### src/rtl/dff_pipe_pkg.sv
// rtl/dff_pipe_pkg.sv - default sizes and count-width helper for dff_pipe
package dff_pipe_pkg;

    localparam int DFF_PIPE_WIDTH = 8;
    localparam int DFF_PIPE_DEPTH = 4;

    // Occupancy runs 0..depth inclusive, hence depth+1 codes.
    function automatic int count_width(input int depth);
        return $clog2(depth + 1);
    endfunction

endpackage

### src/rtl/dff_pipe_stage.sv
// rtl/dff_pipe_stage.sv - one data+valid stage; async clear, sync preset when DFF_PIPE_SET_EN is defined
module dff_pipe_stage #(
    parameter int               WIDTH   = 8,
    parameter logic [WIDTH-1:0] SET_VAL = '1
) (
    input  logic             clk,
    input  logic             clear,
`ifdef DFF_PIPE_SET_EN
    input  logic             set,
`endif
    input  logic             load,
    input  logic [WIDTH-1:0] d,
    input  logic             valid_d,
    output logic [WIDTH-1:0] q,
    output logic             valid
);

    always_ff @(posedge clk or posedge clear) begin
        if (clear) begin
            q     <= '0;
            valid <= 1'b0;
        end
`ifdef DFF_PIPE_SET_EN
        else if (set) begin
            q     <= SET_VAL;
            valid <= 1'b1;
        end
`endif
        else begin
            // Data only moves on load so a stalled or emptied stage keeps its bits.
            if (load) begin
                q <= d;
            end
            valid <= valid_d;
        end
    end

endmodule

### src/rtl/dff_pipe.sv
// rtl/dff_pipe.sv - elastic register pipeline with bubble collapse; set port when DFF_PIPE_SET_EN is defined
module dff_pipe
    import dff_pipe_pkg::*;
#(
    parameter int               WIDTH   = DFF_PIPE_WIDTH,
    parameter int               DEPTH   = DFF_PIPE_DEPTH,
    parameter logic [WIDTH-1:0] SET_VAL = '1
) (
    input  logic                          clk,
    input  logic                          clear,
`ifdef DFF_PIPE_SET_EN
    input  logic                          set,
`endif
    input  logic [WIDTH-1:0]              d,
    input  logic                          in_valid,
    output logic                          in_ready,
    output logic [WIDTH-1:0]              q,
    output logic                          out_valid,
    input  logic                          out_ready,
    output logic [count_width(DEPTH)-1:0] count
);

    localparam int CW = count_width(DEPTH);

    logic [WIDTH-1:0] data [DEPTH];
    logic [DEPTH-1:0] valid;
    logic [DEPTH-1:0] move;
    logic [DEPTH-1:0] load;
    logic [DEPTH-1:0] valid_d;
    logic             accept0;
    logic             hold;
    logic             push;
    logic             pop;

`ifdef DFF_PIPE_SET_EN
    assign hold = clear | set;
`else
    assign hold = clear;
`endif

    // Ready ripples from the output back to the input in the same cycle.
    always_comb begin
        logic acc;
        acc  = out_ready;
        move = '0;
        for (int k = DEPTH - 1; k >= 0; k--) begin
            move[k] = valid[k] & acc;
            acc     = ~valid[k] | move[k];
        end
        accept0 = acc;
    end

    assign in_ready  = accept0 & ~hold;
    assign out_valid = valid[DEPTH-1] & ~hold;
    assign push      = in_valid & in_ready;
    assign pop       = out_valid & out_ready;
    assign q         = data[DEPTH-1];

    for (genvar k = 0; k < DEPTH; k++) begin : g_stage
        if (k == 0) begin : g_first
            assign load[k] = push;
        end else begin : g_next
            assign load[k] = move[k-1];
        end
        assign valid_d[k] = load[k] | (valid[k] & ~move[k]);

        dff_pipe_stage #(
            .WIDTH   (WIDTH),
            .SET_VAL (SET_VAL)
        ) u_stage (
            .clk     (clk),
            .clear   (clear),
`ifdef DFF_PIPE_SET_EN
            .set     (set),
`endif
            .load    (load[k]),
            .d       ((k == 0) ? d : data[(k == 0) ? 0 : k-1]),
            .valid_d (valid_d[k]),
            .q       (data[k]),
            .valid   (valid[k])
        );
    end

    always_ff @(posedge clk or posedge clear) begin
        if (clear) begin
            count <= '0;
        end
`ifdef DFF_PIPE_SET_EN
        else if (set) begin
            count <= CW'(DEPTH);
        end
`endif
        else begin
            count <= count + CW'(push) - CW'(pop);
        end
    end

endmodule

### config.mk
export PLATFORM = sky130hd
export DESIGN_NAME = dff_pipe
export DESIGN_NICKNAME = d
export VERILOG_FILES = /design/src/rtl/dff_pipe_pkg.sv /design/src/rtl/dff_pipe_stage.sv /design/src/rtl/dff_pipe.sv
export SDC_FILE = /design/constraint.sdc
export NUM_CORES = 1
export LEC_CHECK = 0
export ABC_CLOCK_PERIOD_IN_PS = 6800
export CAP_MARGIN = 15
export CORE_MARGIN = 5
export CORE_UTILIZATION = 50
export DETAILED_ROUTE_END_ITERATION = 6
export PLACE_DENSITY = 0.76
export SETUP_SLACK_MARGIN = 0.3
export SYNTH_ARGS = -nofsm -noshare
export SYNTH_HDL_FRONTEND = slang
export SYNTH_SLANG_ARGS = --single-unit
### constraint.sdc
create_clock -name clk -period 6.8 [get_ports clk]
set_input_delay 2.04 -clock clk [delete_from_list [all_inputs] [get_ports clk]]
set_output_delay 2.04 -clock clk [all_outputs]
set_load 0.02 [all_outputs]
# Word level (Yosys, flattened, before mapping)
# Cells that the tools add are included.
dict set report totals {
  regBits 39
  input_bits 12
  output_inout_bits 13
  elab_cells 40
}
dict set report classes {
  n_addsub 2
  bitwise 29
}
# operator count
set ops {}
lappend ops {{$and 1x1->1} 12}
lappend ops {{$not 1->1} 9}
lappend ops {{$or 1x1->1} 8}
lappend ops {{$add 3x1->3} 1}
lappend ops {{$sub 3x1->3} 1}

# Logic depth before layout (Yosys ltp)
# Gate-level depths: netlist (run 1).
dict set report logic_depth {
  word_depth 12
  ltp_mapped 10
  mapped_depth_nobuf 10
}

# Cells and area by module
# A second synthesis (run 1) with hierarchy kept.
dict set report hier_totals {
  hier_cells 106
  area_unflattened_um2 1710.4
}
# module instances cells_per_inst area_each_um2
set modules_own_cells {}
lappend modules_own_cells {dff_pipe_stage 4 19 360.3}
lappend modules_own_cells {dff_pipe 1 30 269.0}

# Worst setup path before layout (run 1)
# No wires, ideal clock.
dict set report synth_timing {
  path_kind {input to output}
  start {input out_ready}
  end {output in_ready}
  arrival_ns 2.620
  required_ns 4.760
  path_slack_ns 2.140
  stages 2
  path_buffers 0
  cell_sequence {and4b_4 a21oi_1}
}
dict set report synth_between {
  elab_chain_len 9
}
# element line
set synth_rtl {}
lappend synth_rtl {{start: declaration} dff_pipe.sv:19} ;# input logic out_ready,
lappend synth_rtl {{$and 1x1->1} dff_pipe.sv:47} ;# move[k] = valid[k] & acc;
lappend synth_rtl {{$or 1x1->1} dff_pipe.sv:48} ;# acc = ~valid[k] | move[k];
lappend synth_rtl {{$and 1x1->1} dff_pipe.sv:47}
lappend synth_rtl {{$or 1x1->1} dff_pipe.sv:48}
lappend synth_rtl {{$and 1x1->1} dff_pipe.sv:47}
lappend synth_rtl {{$or 1x1->1} dff_pipe.sv:48}
lappend synth_rtl {{$and 1x1->1} dff_pipe.sv:47}
lappend synth_rtl {{$or 1x1->1} dff_pipe.sv:48}
lappend synth_rtl {{$and 1x1->1} dff_pipe.sv:53} ;# assign in_ready = accept0 & ~hold;
lappend synth_rtl {{end: declaration} dff_pipe.sv:16} ;# output logic in_ready,
# Every way passes these cells.

# Worst setup path after layout (run 1)
# Ends and elaborated chain as after synthesis.

==> run metrics, run 1 <==
outcome complete, no violations; maxcap violations 0; crit end category output pin; CTS hold repair buffers 0; register area share after synthesis 0.596; DR DRC count 0; final net count 144; Worst Path Max Fanout 5; total chip power 737 uW; Worst-Margin Slew approximately 0.47 ns; Max Fclk around 180 MHz; largest net degree at the start of global routing 40; total track usage 0.134; PortBufs 24; # rows 20; met3 WL post-DR about 110 um; PwrDens 378 nW/um^2; # diodes 0; most frequent cells in the layout 39 x dfrtp_1, 24 x mux2_2, 24 x clkdlybuf4s50_1; DR vias 848; Vias/cell 4.87; setup TNS 0 ns; Pleak 0.000878 uW; setup bufs post-CTS 0; Final ANT Viol Nets 0; EDFF count, synth 0; CTS Sinks 39; effective utilization at floorplan 0.528; Worst Skew 0.00504 ns; Async S/R FF share, synth 1.00; die area around 4500 sq um; Slew Limit Fails 0; most common cell after layout, fill and taps aside dfrtp_1; Fin. Hold Viols 0; Post-DP HPWL 1800 um; H-tree levels 2; ys flop type dfrtp_1; Die Y 67.2 um; Synth Cell Area approximately 1600 sq um; critical path class in2out; vias in the first global route between 900 and 1k; GP Congestion 0.680; RSZ-0062 raised after global routing no; worst rel slew slack 0.686; worst hold-check path type reg2reg; Max clock buf depth 2; final worst-path cycle share 0.822; Top Metal Used met4; P&R area growth vs syn 19.2%; TritonCTS Buffers 5; Req. time, crit path 4.76 ns; setup violators final 0; Core Box Area 3100 sq um; FF+latch count, synth 39; Synth cell types 19; Ports 25; Final WS setup 1.21 ns; Hold Crit Depth 1; PostCTS Resize Cnt 0; total gr overflow 0; initial antenna violation count 0; clk_lat worst skew 0.34 ns; post-place setup slack 1.21 ns; Period minus WS final 5.59 ns; Syn Inst Count about 110; M1 wire length 1060 um; Max VDD drop 0.000159 V; Die W 67.2 um; final core utilization 0.629; CP Data Arrival Time ~3.6 ns; metal2 WL 1200 um; Routed WL 2440 um; DRT iter0 DRCs 20; global-route wire length before repair 4320 um; Reg2Reg Depth 10; startpoint types input port; Yosys Warn Count 0; syn nets 121; Detailed Routing Iterations Pass 1 4; syn avg cell area about 15 sq um; share of layout cells above drive strength 1 0.346; post-DR wirelength/cell 14.0 um; Worst-path clk slew between 0.1 and 0.15 ns; CTS tree built; clock root buffer clkbuf_4
==> per-layer routing <==
| layer | global-route usage | vias to the layer above |
|---|---|---|
| met5 | 0 | - |
| met4 | 0.0835 | 0 |
| met3 | 0.0366 | 7 |
| met2 | 0.209 | 23 |
| met1 | 0.164 | 420 |
| li1 | - | 398 |
==> worst max-delay path, cell delays in order <==
cell and delay, ns:
clkdlybuf4s50_1 0.50, and4b_4 0.24, a21oi_1 0.14, clkdlybuf4s50_1 0.62
==> report_power, final <==
group          total [uW]  internal (uW)  switching (uW)
Sequential            348            305            42.8
Combinational         230            136            94.0
Clock                 160           86.9            72.7
==> sequential cells by signal, indices dropped and copies added, names as in the netlist <==
name and count:
g_stage.u_stage.q 32, count 3, g_stage.u_stage.valid 4
==> synth_stat cells (2+ instances only) <==
cell / number / share of area
mux2_2: 24 / 0.17
xnor2_1: 2 / 0.011
nand2b_1: 4 / 0.015
nand2_1: 4 / 0.0092
ha_1: 2 / 0.015
inv_1: 5 / 0.011
mux2_4: 8 / 0.073
buf_4: 8 / 0.037
dfrtp_1: 39 / 0.60
==> per-stage QoR <==
step	cell area [sq um]	cells	hold WS, ns
final	1950	174	0.481
after global routing	1950	174	0.527
after CTS	1950	174	0.484
after detailed placement	1870	166	0.467
after global placement	1870	166	0.460
after floorplan	1640	106	0.457
==> final cells by class <==
class                   count  area (sq um)
flip-flops and latches     39           976
multi-input cells          53           568
fillers                   268          1150
clock buffers               6          51.3
inverters                   5          18.8
clock inverters             2          35.0
repair buffers             25           248
well taps                  44          55.1
==> cell families (layout without fill, tap and decap cells) <==
group	count (synthesis)	count (layout)	synth area share
buffers and inverters	14	38	0.0573
AO/OA/AOI/OAI	2	2	0.0130
XOR/XNOR	2	2	0.0107
adder cells (fa/ha/maj)	3	3	0.0275
multiplexers	32	32	0.238
flip-flops	39	39	0.596
AND/OR/NAND/NOR	14	14	0.0573
==> final timing paths <==
check | startpoint | to | slack (ns)
max | out_ready | in_ready | 1.21
min | count[2] | count[2] | 0.48
max reg2reg | g_stage[2].u_stage.valid | count[2] | 4.43
min reg2reg | count[2] | count[2] | 0.48
max in group asynchronous | clear | g_stage[3].u_stage.q[2] | 4.25
min in group asynchronous | clear | g_stage[1].u_stage.valid | 2.22
(Power assumes the default switching activity.)
==> run 2: changes to the inputs <==
--- a/config.mk
+++ b/config.mk
@@ -5,7 +5,7 @@
 export SDC_FILE = /design/constraint.sdc
 export NUM_CORES = 1
 export LEC_CHECK = 0
-export ABC_CLOCK_PERIOD_IN_PS = 6800
+export ABC_CLOCK_PERIOD_IN_PS = 5400
 export CAP_MARGIN = 15
 export CORE_MARGIN = 5
 export CORE_UTILIZATION = 50
==> constraint.sdc (replaced) <==
create_clock -name clk -period 5.4 [get_ports clk]
set_input_delay 1.62 -clock clk [delete_from_list [all_inputs] [get_ports clk]]
set_output_delay 1.62 -clock clk [all_outputs]
set_load 0.02 [all_outputs]
==> run 2 against run 1 <==
  * Via count decreased by 1.1%
  * Flip-flop and latch count did not move
  * Power up 17%
  * Hold slack lost 0.0031 ns
  * Clock skew is 0.0017 ns lower
  * Die area unchanged
  * Sequential share of layout area is 0.23 points higher
  * Final area shrank 0.45%
  * Count of clock-buffer cells in the layout increased by 1
  * Utilization down 0.28 points
  * Clock power down 14%
==> run metrics, run 2 (same netlist as run 1, synthesis figures left out) <==
DR vias 839; GP Congestion 0.691; # diodes 0; Slew Limit Fails 0; final core utilization 0.626; Die W 67.2 um; maxcap violations 0; Core Box Area ~3100 sq um; Top Usage Layer GRT met2; setup bufs post-CTS 0; Req. time, crit path between 3 and 4 ns; CTS tree built; Post-DP HPWL 1740 um; Detailed Routing Iterations Pass 1 4; TritonCTS Buffers 5; worst rel slew slack 0.562; met2 Resource Use GR 0.194; CTS Sinks 39; Final Hold Slack 0.478 ns; startpoint types input port; Worst-path clk slew 0.10 ns; most common cell after layout, fill and taps aside dfrtp_1; Period minus WS final 4.72 ns; clock root buffer clkbuf_4; clk_lat worst skew 0.34 ns; largest net degree at the start of global routing 32; P&R area growth vs syn 18.6%; Die Y between 60 and 70 um; total gr overflow 0; DR DRC count 0; most frequent cells in the layout 39 x dfrtp_1, 24 x mux2_2, 24 x clkdlybuf4s50_1; PortBufs 24; Max Fclk about 210 MHz; largest reg by FF count g_stage.u_stage.q; global-route wire length before repair 4100 um; setup violators final 0; Fin. Hold Viols 0; outcome complete, no violations; Max clock buf depth 2; final net count 145; Routed WL 2330 um; setup TNS 0 ns; met3 Use GR 0.0566; slowest CP cell clkdlybuf4s50_1; Max VDD drop approximately 0.00015 V; largest registers g_stage.u_stage.q: 32 flops, g_stage.u_stage.valid: 4 flops, count: 3 flops; DRT iter0 DRCs 15; critical path class in2out; GRT met1 Usage 0.153; # rows 20; effective utilization at floorplan 0.528; Critical Path Max Stage Delay 0.62 ns; initial antenna violation count 0; total track usage 0.127; CTS hold repair buffers 0; Worst-Margin Slew between 0.6 and 0.7 ns; H-tree levels 2; WP buf/inv 2; die area 4520 sq um; multi-input logic area 568 sq um; Worst Path Max Fanout 5; vias in the first global route 890; Pleak 0.000871 uW; final worst-path cycle share 0.875; Vias/cell 4.79; Final ANT Viol Nets 0; RSZ-0062 raised after global routing no; Critical Path Most Common Cell clkdlybuf4s50_1; Worst Skew 0.00334 ns; max reg flops 32; crit end category output pin; total chip power between 800 and 900 uW; crit path cell chain clkdlybuf4s50_1 -> and4b_4 -> a21oi_1 -> clkdlybuf4s50_1; delay-heaviest family, CP buffers and inverters; PostCTS Resize Cnt 0; PwrDens ~450 nW/um^2; worst hold-check path type reg2reg; Sequential Area 976 sq um; post-DR wirelength/cell 13.3 um; CP Data Arrival Time 3.10 ns; Ports 25; share of layout cells above drive strength 1 0.336; fillers 261
## run 2: cell count changes in the layout (fill, tap and decap cells not counted), sizes merged
| cell | change |
|---|---|
| clkbuf | +1 |
| bufinv | -1 |
| buf | +1 |
## run 2: path summary, 6_finish.rpt
| kind | from | to | slack [ns] | cells past startpoint |
|---|---|---|---|---|
| setup / recovery | out_ready | in_ready | 0.68 | 4 |
| hold / removal | count[2] | count[2] | 0.48 | 1 |
| setup reg to reg | g_stage[2].u_stage.valid | count[2] | 3.04 | 10 |
| hold reg to reg | count[2] | count[2] | 0.48 | 1 |
| max in group asynchronous | clear | g_stage[2].u_stage.q[0] | 2.94 | 4 |
| min in group asynchronous | clear | g_stage[2].u_stage.valid | 1.76 | 2 |
## run 2: layout make-up
type                    count  area share
clock buffers               7      0.0232
clock inverters             1     0.00258
inverters                   5     0.00966
multi-input cells          53       0.292
flip-flops and latches     39       0.502
well taps                  44      0.0283
repair buffers             26       0.142
## run 2: layer usage
| layer | up-vias | routed length (um) | share of wire |
|---|---|---|---|
| li1 | 401 | - | - |
| met1 | 410 | 1050 | 0.45 |
| met2 | 22 | 1100 | 0.47 |
| met3 | 6 | 130 | 0.056 |
| met4 | 0 | 51 | 0.022 |
| met5 | - | 0 | 0 |
## run 2: per-stage QoR
stage | instance area, sq um | worst slack, ns | cells
global placement | 1870 | 0.687 | 166
detailed placement | 1870 | 0.672 | 166
finish | 1940 | 0.677 | 175
global route | 1940 | 0.616 | 175
floorplan | 1640 | 1.58 | 106
CTS | 1920 | 0.671 | 174
## run 2: power by group
group	internal [uW]	leakage, uW	switching [uW]
Clock	50.8	0.0000293	86.7
Combinational	173	0.000378	119
Sequential	385	0.000464	52.3
Total	608	0.000871	257
